### src/rtl/outport_alloc_if.sv
// Request/grant/credit bundle between the input channels and one output-port allocator.
interface outport_alloc_if #(
    parameter int unsigned PORT_N = 5,
    parameter int unsigned VC_N   = 2,
    parameter int unsigned VC_W   = (VC_N > 1) ? $clog2(VC_N) : 1
);
    logic [PORT_N-1:0]      req_i;
    logic [PORT_N*VC_W-1:0] vch_i;
    logic                   flit_i;
    logic                   tail_i;
    logic [VC_N-1:0]        credit_i;
    logic [PORT_N-1:0]      grt_o;
    logic                   lck_o;
    logic [VC_W-1:0]        vch_o;
    logic [VC_N-1:0]        rdy_o;
    logic                   err_o;

    modport master (
        output req_i, vch_i, flit_i, tail_i, credit_i,
        input  grt_o, lck_o, vch_o, rdy_o, err_o
    );

    modport slave (
        input  req_i, vch_i, flit_i, tail_i, credit_i,
        output grt_o, lck_o, vch_o, rdy_o, err_o
    );
endinterface

### src/rtl/outport_alloc.sv
// Per-output-port wormhole switch allocator: round-robin grant held until the tail flit,
// with per-VC downstream credit counters driving rdy_o.
module outport_alloc #(
    parameter int unsigned ROUTERID   = 0,
    parameter int unsigned PCHID      = 0,
    parameter int unsigned PORT_N     = 5,
    parameter int unsigned VC_N       = 2,
    parameter int unsigned CREDIT_MAX = 4
) (
    input logic           clk,
    input logic           rst_n,
    outport_alloc_if.slave bus
);
    localparam int unsigned VC_W = (VC_N > 1) ? $clog2(VC_N) : 1;
    localparam int unsigned PW   = (PORT_N > 1) ? $clog2(PORT_N) : 1;
    localparam int unsigned CW   = $clog2(CREDIT_MAX + 1);

    typedef enum logic {IDLE, LOCKED} state_t;

    state_t            state;
    logic [PW-1:0]     ptr;
    logic [PORT_N-1:0] grt_q;
    logic              lck_q;
    logic [VC_W-1:0]   vch_q;
    logic              err_q;
    logic [CW-1:0]     credit     [VC_N];
    logic [CW-1:0]     credit_nxt [VC_N];
    logic [VC_N-1:0]   rdy;
    logic              err_set;

    logic [PORT_N-1:0] eligible;
    logic              found;
    logic [PW-1:0]     win;
    logic [PW-1:0]     ptr_nxt;
    logic [VC_W-1:0]   win_vch;

    always_comb begin
        eligible = '0;
        for (int unsigned k = 0; k < PORT_N; k++) begin
            eligible[k] = bus.req_i[k] && (credit[bus.vch_i[k*VC_W +: VC_W]] != '0);
        end
    end

    // Rotating search starting at ptr; first eligible input wins.
    always_comb begin
        int unsigned idx;
        found   = 1'b0;
        win     = '0;
        ptr_nxt = ptr;
        win_vch = '0;
        for (int unsigned i = 0; i < PORT_N; i++) begin
            idx = (32'(ptr) + i) % PORT_N;
            if (!found && eligible[idx]) begin
                found   = 1'b1;
                win     = PW'(idx);
                ptr_nxt = PW'((idx + 1) % PORT_N);
                win_vch = bus.vch_i[idx*VC_W +: VC_W];
            end
        end
    end

    // Simultaneous return and consumption on a VC cancel out before any bound check.
    always_comb begin
        logic inc;
        logic dec;
        err_set = (state == IDLE) && bus.flit_i;
        for (int unsigned v = 0; v < VC_N; v++) begin
            credit_nxt[v] = credit[v];
            inc = bus.credit_i[v];
            dec = (state == LOCKED) && bus.flit_i && (vch_q == VC_W'(v));
            if (inc && !dec) begin
                if (credit[v] == CW'(CREDIT_MAX)) err_set = 1'b1;
                else                              credit_nxt[v] = credit[v] + 1'b1;
            end else if (dec && !inc) begin
                if (credit[v] == '0) err_set = 1'b1;
                else                 credit_nxt[v] = credit[v] - 1'b1;
            end
        end
    end

    always_comb begin
        rdy = '0;
        for (int unsigned v = 0; v < VC_N; v++) begin
            rdy[v] = (credit[v] != '0);
        end
    end

    always_ff @(posedge clk or negedge rst_n) begin
        if (!rst_n) begin
            state <= IDLE;
            ptr   <= '0;
            grt_q <= '0;
            lck_q <= 1'b0;
            vch_q <= '0;
            err_q <= 1'b0;
            for (int unsigned v = 0; v < VC_N; v++) begin
                credit[v] <= CW'(CREDIT_MAX);
            end
        end else begin
            for (int unsigned v = 0; v < VC_N; v++) begin
                credit[v] <= credit_nxt[v];
            end
            if (err_set) err_q <= 1'b1;
            case (state)
                IDLE: begin
                    if (found) begin
                        grt_q <= PORT_N'(1) << win;
                        lck_q <= 1'b1;
                        vch_q <= win_vch;
                        ptr   <= ptr_nxt;
                        state <= LOCKED;
                    end
                end
                LOCKED: begin
                    if (bus.flit_i && bus.tail_i) begin
                        grt_q <= '0;
                        lck_q <= 1'b0;
                        state <= IDLE;
                    end
                end
                default: state <= IDLE;
            endcase
        end
    end

    assign bus.grt_o = grt_q;
    assign bus.lck_o = lck_q;
    assign bus.vch_o = vch_q;
    assign bus.rdy_o = rdy;
    assign bus.err_o = err_q;

    grant_onehot: assert property (@(posedge clk) disable iff (!rst_n) $onehot0(grt_q))
        else $error("outport_alloc r%0d p%0d: grant not one-hot", ROUTERID, PCHID);
endmodule

### src/flat_wrapper.sv
// flat-port wrapper written by rule: the top's interface ports become plain ports
module outport_alloc_flat 
#(
    parameter int unsigned ROUTERID   = 0,
    parameter int unsigned PCHID      = 0,
    parameter int unsigned PORT_N     = 5,
    parameter int unsigned VC_N       = 2,
    parameter int unsigned CREDIT_MAX = 4
)
  (clk, rst_n, bus_req_i, bus_vch_i, bus_flit_i, bus_tail_i, bus_credit_i, bus_grt_o, bus_lck_o, bus_vch_o, bus_rdy_o, bus_err_o);
  outport_alloc_if #(.PORT_N(PORT_N), .VC_N(VC_N)) bus_i ();
  input logic clk;
  input logic rst_n;
  input wire logic [$bits(bus_i.req_i)-1:0] bus_req_i;
  input wire logic [$bits(bus_i.vch_i)-1:0] bus_vch_i;
  input wire logic [$bits(bus_i.flit_i)-1:0] bus_flit_i;
  input wire logic [$bits(bus_i.tail_i)-1:0] bus_tail_i;
  input wire logic [$bits(bus_i.credit_i)-1:0] bus_credit_i;
  output wire logic [$bits(bus_i.grt_o)-1:0] bus_grt_o;
  output wire logic [$bits(bus_i.lck_o)-1:0] bus_lck_o;
  output wire logic [$bits(bus_i.vch_o)-1:0] bus_vch_o;
  output wire logic [$bits(bus_i.rdy_o)-1:0] bus_rdy_o;
  output wire logic [$bits(bus_i.err_o)-1:0] bus_err_o;
  assign bus_i.req_i = bus_req_i;
  assign bus_i.vch_i = bus_vch_i;
  assign bus_i.flit_i = bus_flit_i;
  assign bus_i.tail_i = bus_tail_i;
  assign bus_i.credit_i = bus_credit_i;
  assign bus_grt_o = bus_i.grt_o;
  assign bus_lck_o = bus_i.lck_o;
  assign bus_vch_o = bus_i.vch_o;
  assign bus_rdy_o = bus_i.rdy_o;
  assign bus_err_o = bus_i.err_o;
  outport_alloc #(.ROUTERID(ROUTERID), .PCHID(PCHID), .PORT_N(PORT_N), .VC_N(VC_N), .CREDIT_MAX(CREDIT_MAX)) u_core (.clk(clk), .rst_n(rst_n), .bus(bus_i));
endmodule
### config.mk
export PLATFORM = sky130hd
export DESIGN_NAME = outport_alloc_flat
export DESIGN_NICKNAME = d
export VERILOG_FILES = /design/src/rtl/outport_alloc_if.sv /design/src/rtl/outport_alloc.sv /design/src/flat_wrapper.sv
export SDC_FILE = /design/constraint.sdc
export NUM_CORES = 1
export LEC_CHECK = 0
export ABC_CLOCK_PERIOD_IN_PS = 24400
export CAP_MARGIN = 20
export CORE_UTILIZATION = 56
export CTS_CLUSTER_DIAMETER = 150
export DETAILED_ROUTE_END_ITERATION = 10
export HOLD_SLACK_MARGIN = 0.12
export PLACE_DENSITY = 0.75
export SLEW_MARGIN = 10
export SYNTH_ARGS = -nofsm -noshare
export SYNTH_HDL_FRONTEND = slang
export SYNTH_SLANG_ARGS = --single-unit
### constraint.sdc
create_clock -name clk -period 24.4 [get_ports clk]
set_input_delay 7.32 -clock clk [delete_from_list [all_inputs] [get_ports clk]]
set_output_delay 7.32 -clock clk [all_outputs]
set_load 0.1 [all_outputs]
==> impl_metrics.json <==
{
  "area_delta_synth_final_pct": 5.93,
  "critPathSlowestCell": "nor4_2",
  "synth-async-reset-ratio_pct": 100,
  "setup_ws_ps": 6380,
  "fp.dieW_um": 105,
  "synth_fp_nets": 906,
  "post_drt_wl_per_cell_um": 20.3,
  "grt_max_degree": 40,
  "hold_class": "register to register",
  "drv_cap": 0,
  "fin_area_mm2": 0.00632,
  "drive_gt1_share_pct": 8.21,
  "grt_overflow": 0,
  "dpl_cell_area_mm2": 0.00627,
  "critPathKind": "input port to register",
  "dp_slack_ps": 6240,
  "synth-seq-area-share_pct": 7.59,
  "ctsResizeCount": 0,
  "period_needed_ps": 18020,
  "avgViaCountPerCell": 7.19,
  "holdBufCountCts": 0,
  "cts_setup_buffers": 0,
  "ios": 26,
  "cts.sink_count": 18,
  "yosysWarnings": 0,
  "drt_drc_violations_left": 0,
  "finalCritPeriodShare_pct": 73.8,
  "clock_latency_ps": 270,
  "portBuffers": 25,
  "outcome": "finished clean",
  "final_nets": 907,
  "routabilityCongestion": 1.01,
  "die_y_um": 105,
  "root_buffer": "clkbuf_8",
  "place_hpwl_um": 15600,
  "syn_area_mm2": 0.00597,
  "rows": 37,
  "first_iter_violations": 977,
  "cp_max_fo": 11,
  "ys_types": 112,
  "hold_violations": 0,
  "fin_util_pct": 61.2,
  "skew_ps": 6.99,
  "start_util_pct": 57.8,
  "first_pass_iters": 6,
  "rsz0062_at_grt": "false",
  "worst_pin_slew_ps": 1070,
  "grt_pass1_wl_um": 32900,
  "fp.coreArea_mm2": 0.0103,
  "syn_area_per_cell_um2": 7.00,
  "fmax_mhz": 55.5,
  "synth_edf_count": 0,
  "crit_path_max_incr_delay_ps": 950,
  "setup_violations": 0,
  "antenna_found_initial": 0,
  "syn_inst": 853,
  "fin_tns_setup_ps": 0,
  "htreeDepth": 1,
  "grt_pass1_vias": 6513,
  "clk_pin_slew_ps": 70,
  "slew_headroom_pct": 28.2,
  "cts_buffers": 3,
  "vias": 7112,
  "n_antenna_cell": 0,
  "start_kind": "input port",
  "ant_nets": 0,
  "cts_buffer_depth": 2,
  "cts_tree": "built",
  "nFillCells": 984,
  "ys.flop_type": "dfrtp_1",
  "grt_usage_pct": 36.0,
  "routed_wl_um": 20000,
  "crit_arrival_ps": 18150,
  "timing.critical_path.required_ps": 24530,
  "synth_seq_cells": 18,
  "end_kind": "register",
  "cpMostUsedCell": "ha_1",
  "dieArea_mm2": 0.0111,
  "final-max-slew-violation-count": 0
}
## cell usage after synthesis, types with 7 or more instances
library cell	n	area [µm²]
a21oi_1	56	280
xor2_1	12	105
a211oi_1	14	105
dfrtp_1	16	400
nand2b_1	10	62.6
xnor2_1	16	140
o22ai_1	12	75.1
or3_1	14	87.6
a31oi_1	11	68.8
nor4_1	11	68.8
nand4_1	9	56.3
mux2i_1	18	180
clkbuf_1	19	71.3
buf_2	10	50.1
nand3_1	32	160
and3_1	13	81.3
o21ai_0	55	275
o21ai_1	7	35.0
and2_1	8	50.1
o31ai_1	7	52.6
ha_1	35	438
o211ai_1	17	128
inv_1	34	128
nor3_1	35	175
nand4b_1	7	61.3
or2_2	8	50.1
a21o_1	9	67.6
nor2_1	97	364
nand2_1	81	304
o21a_1	11	82.6
## state kept, by name (all words and copies together) (netlist names)
| register | count |
|---|---|
| u_core.bus.vch_o | 1 |
| u_core.state | 1 |
| u_core.ptr | 3 |
| u_core.bus.grt_o | 5 |
| u_core.credit | 6 |
| u_core.bus.err_o | 1 |
| u_core.bus.lck_o | 1 |
## metal layers
metal	global-route usage (%)	vias up	wire length (µm)	part of all wire, %
li1	-	3284	-	-
met1	49.8	3400	8770	44
met2	60.4	391	9240	46
met3	3.28	37	1610	8.0
met4	8.65	0	421	2.1
met5	0	-	0	0
## layout by cell type, fill, tap and decap left out, types with 13 or more instances in the layout
| cell | count |
|---|---|
| nor2_1 | 97 |
| nand2_1 | 81 |
| a21oi_1 | 56 |
| o21ai_0 | 55 |
| nor3_1 | 35 |
| ha_1 | 35 |
| inv_1 | 34 |
| nand3_1 | 32 |
| clkdlybuf4s50_1 | 25 |
| mux2i_1 | 18 |
| o211ai_1 | 17 |
| xnor2_1 | 16 |
| dfrtp_1 | 16 |
| or3_1 | 14 |
| a211oi_1 | 14 |
| and3_1 | 13 |
## metrics by stage
step	instances	hold WS (ps)
final	989	499
after global routing	989	536
after CTS	989	503
after floorplan	853	531
after detailed placement	985	476
after global placement	985	476
## final cells by class
type	count	area, µm²	area share, %
clock buffers	4	55.1	0.871
flip-flops and latches	18	453	7.17
inverters	37	141	2.24
repair buffers	29	280	4.43
well taps	136	170	2.69
multi-input cells	765	5220	82.6
## cells by family (layout without fill, tap and decap cells)
family,count (synthesis),count (layout),share of synthesized area [%]
adder cells (fa/ha/maj),37,37,8.01
AO/OA/AOI/OAI,314,314,38.5
multiplexers,31,31,6.67
flip-flops,18,18,7.59
buffers and inverters,70,70,4.91
AND/OR/NAND/NOR,354,354,29.9
XOR/XNOR,29,29,4.38
## worst max-delay path, delay by kind of cell
kind / cells / cell delay (ps)
AO/OA/AOI/OAI: 14 / 3580
XOR/XNOR: 2 / 330
adder cells (fa/ha/maj): 3 / 720
buffers and inverters: 2 / 680
multiplexers: 3 / 760
AND/OR/NAND/NOR: 14 / 4760
## final timing paths
kind                                            startpoint                         endpoint  slack (ps)  depth (start not counted)
max                                           bus_vch_i[0]        u_core.ptr[0]$_DFFE_PN0P_        6380                         38
min                        u_core.bus.grt_o[2]$_DFFE_PN0P_  u_core.bus.grt_o[2]$_DFFE_PN0P_         500                          2
max reg2reg                      u_core.ptr[1]$_DFFE_PN0P_        u_core.ptr[0]$_DFFE_PN0P_       11120                         44
min reg2reg                u_core.bus.grt_o[2]$_DFFE_PN0P_  u_core.bus.grt_o[2]$_DFFE_PN0P_         500                          2
max in group asynchronous                            rst_n     u_core.bus.vch_o$_DFFE_PN0P_       16310                          1
min in group asynchronous                            rst_n     u_core.bus.err_o$_DFFE_PN0P_        7550                          1
Power is left out: the tool's default activity adds up to more than one toggle a clock period on the data nets, which glitch-free logic cannot reach.
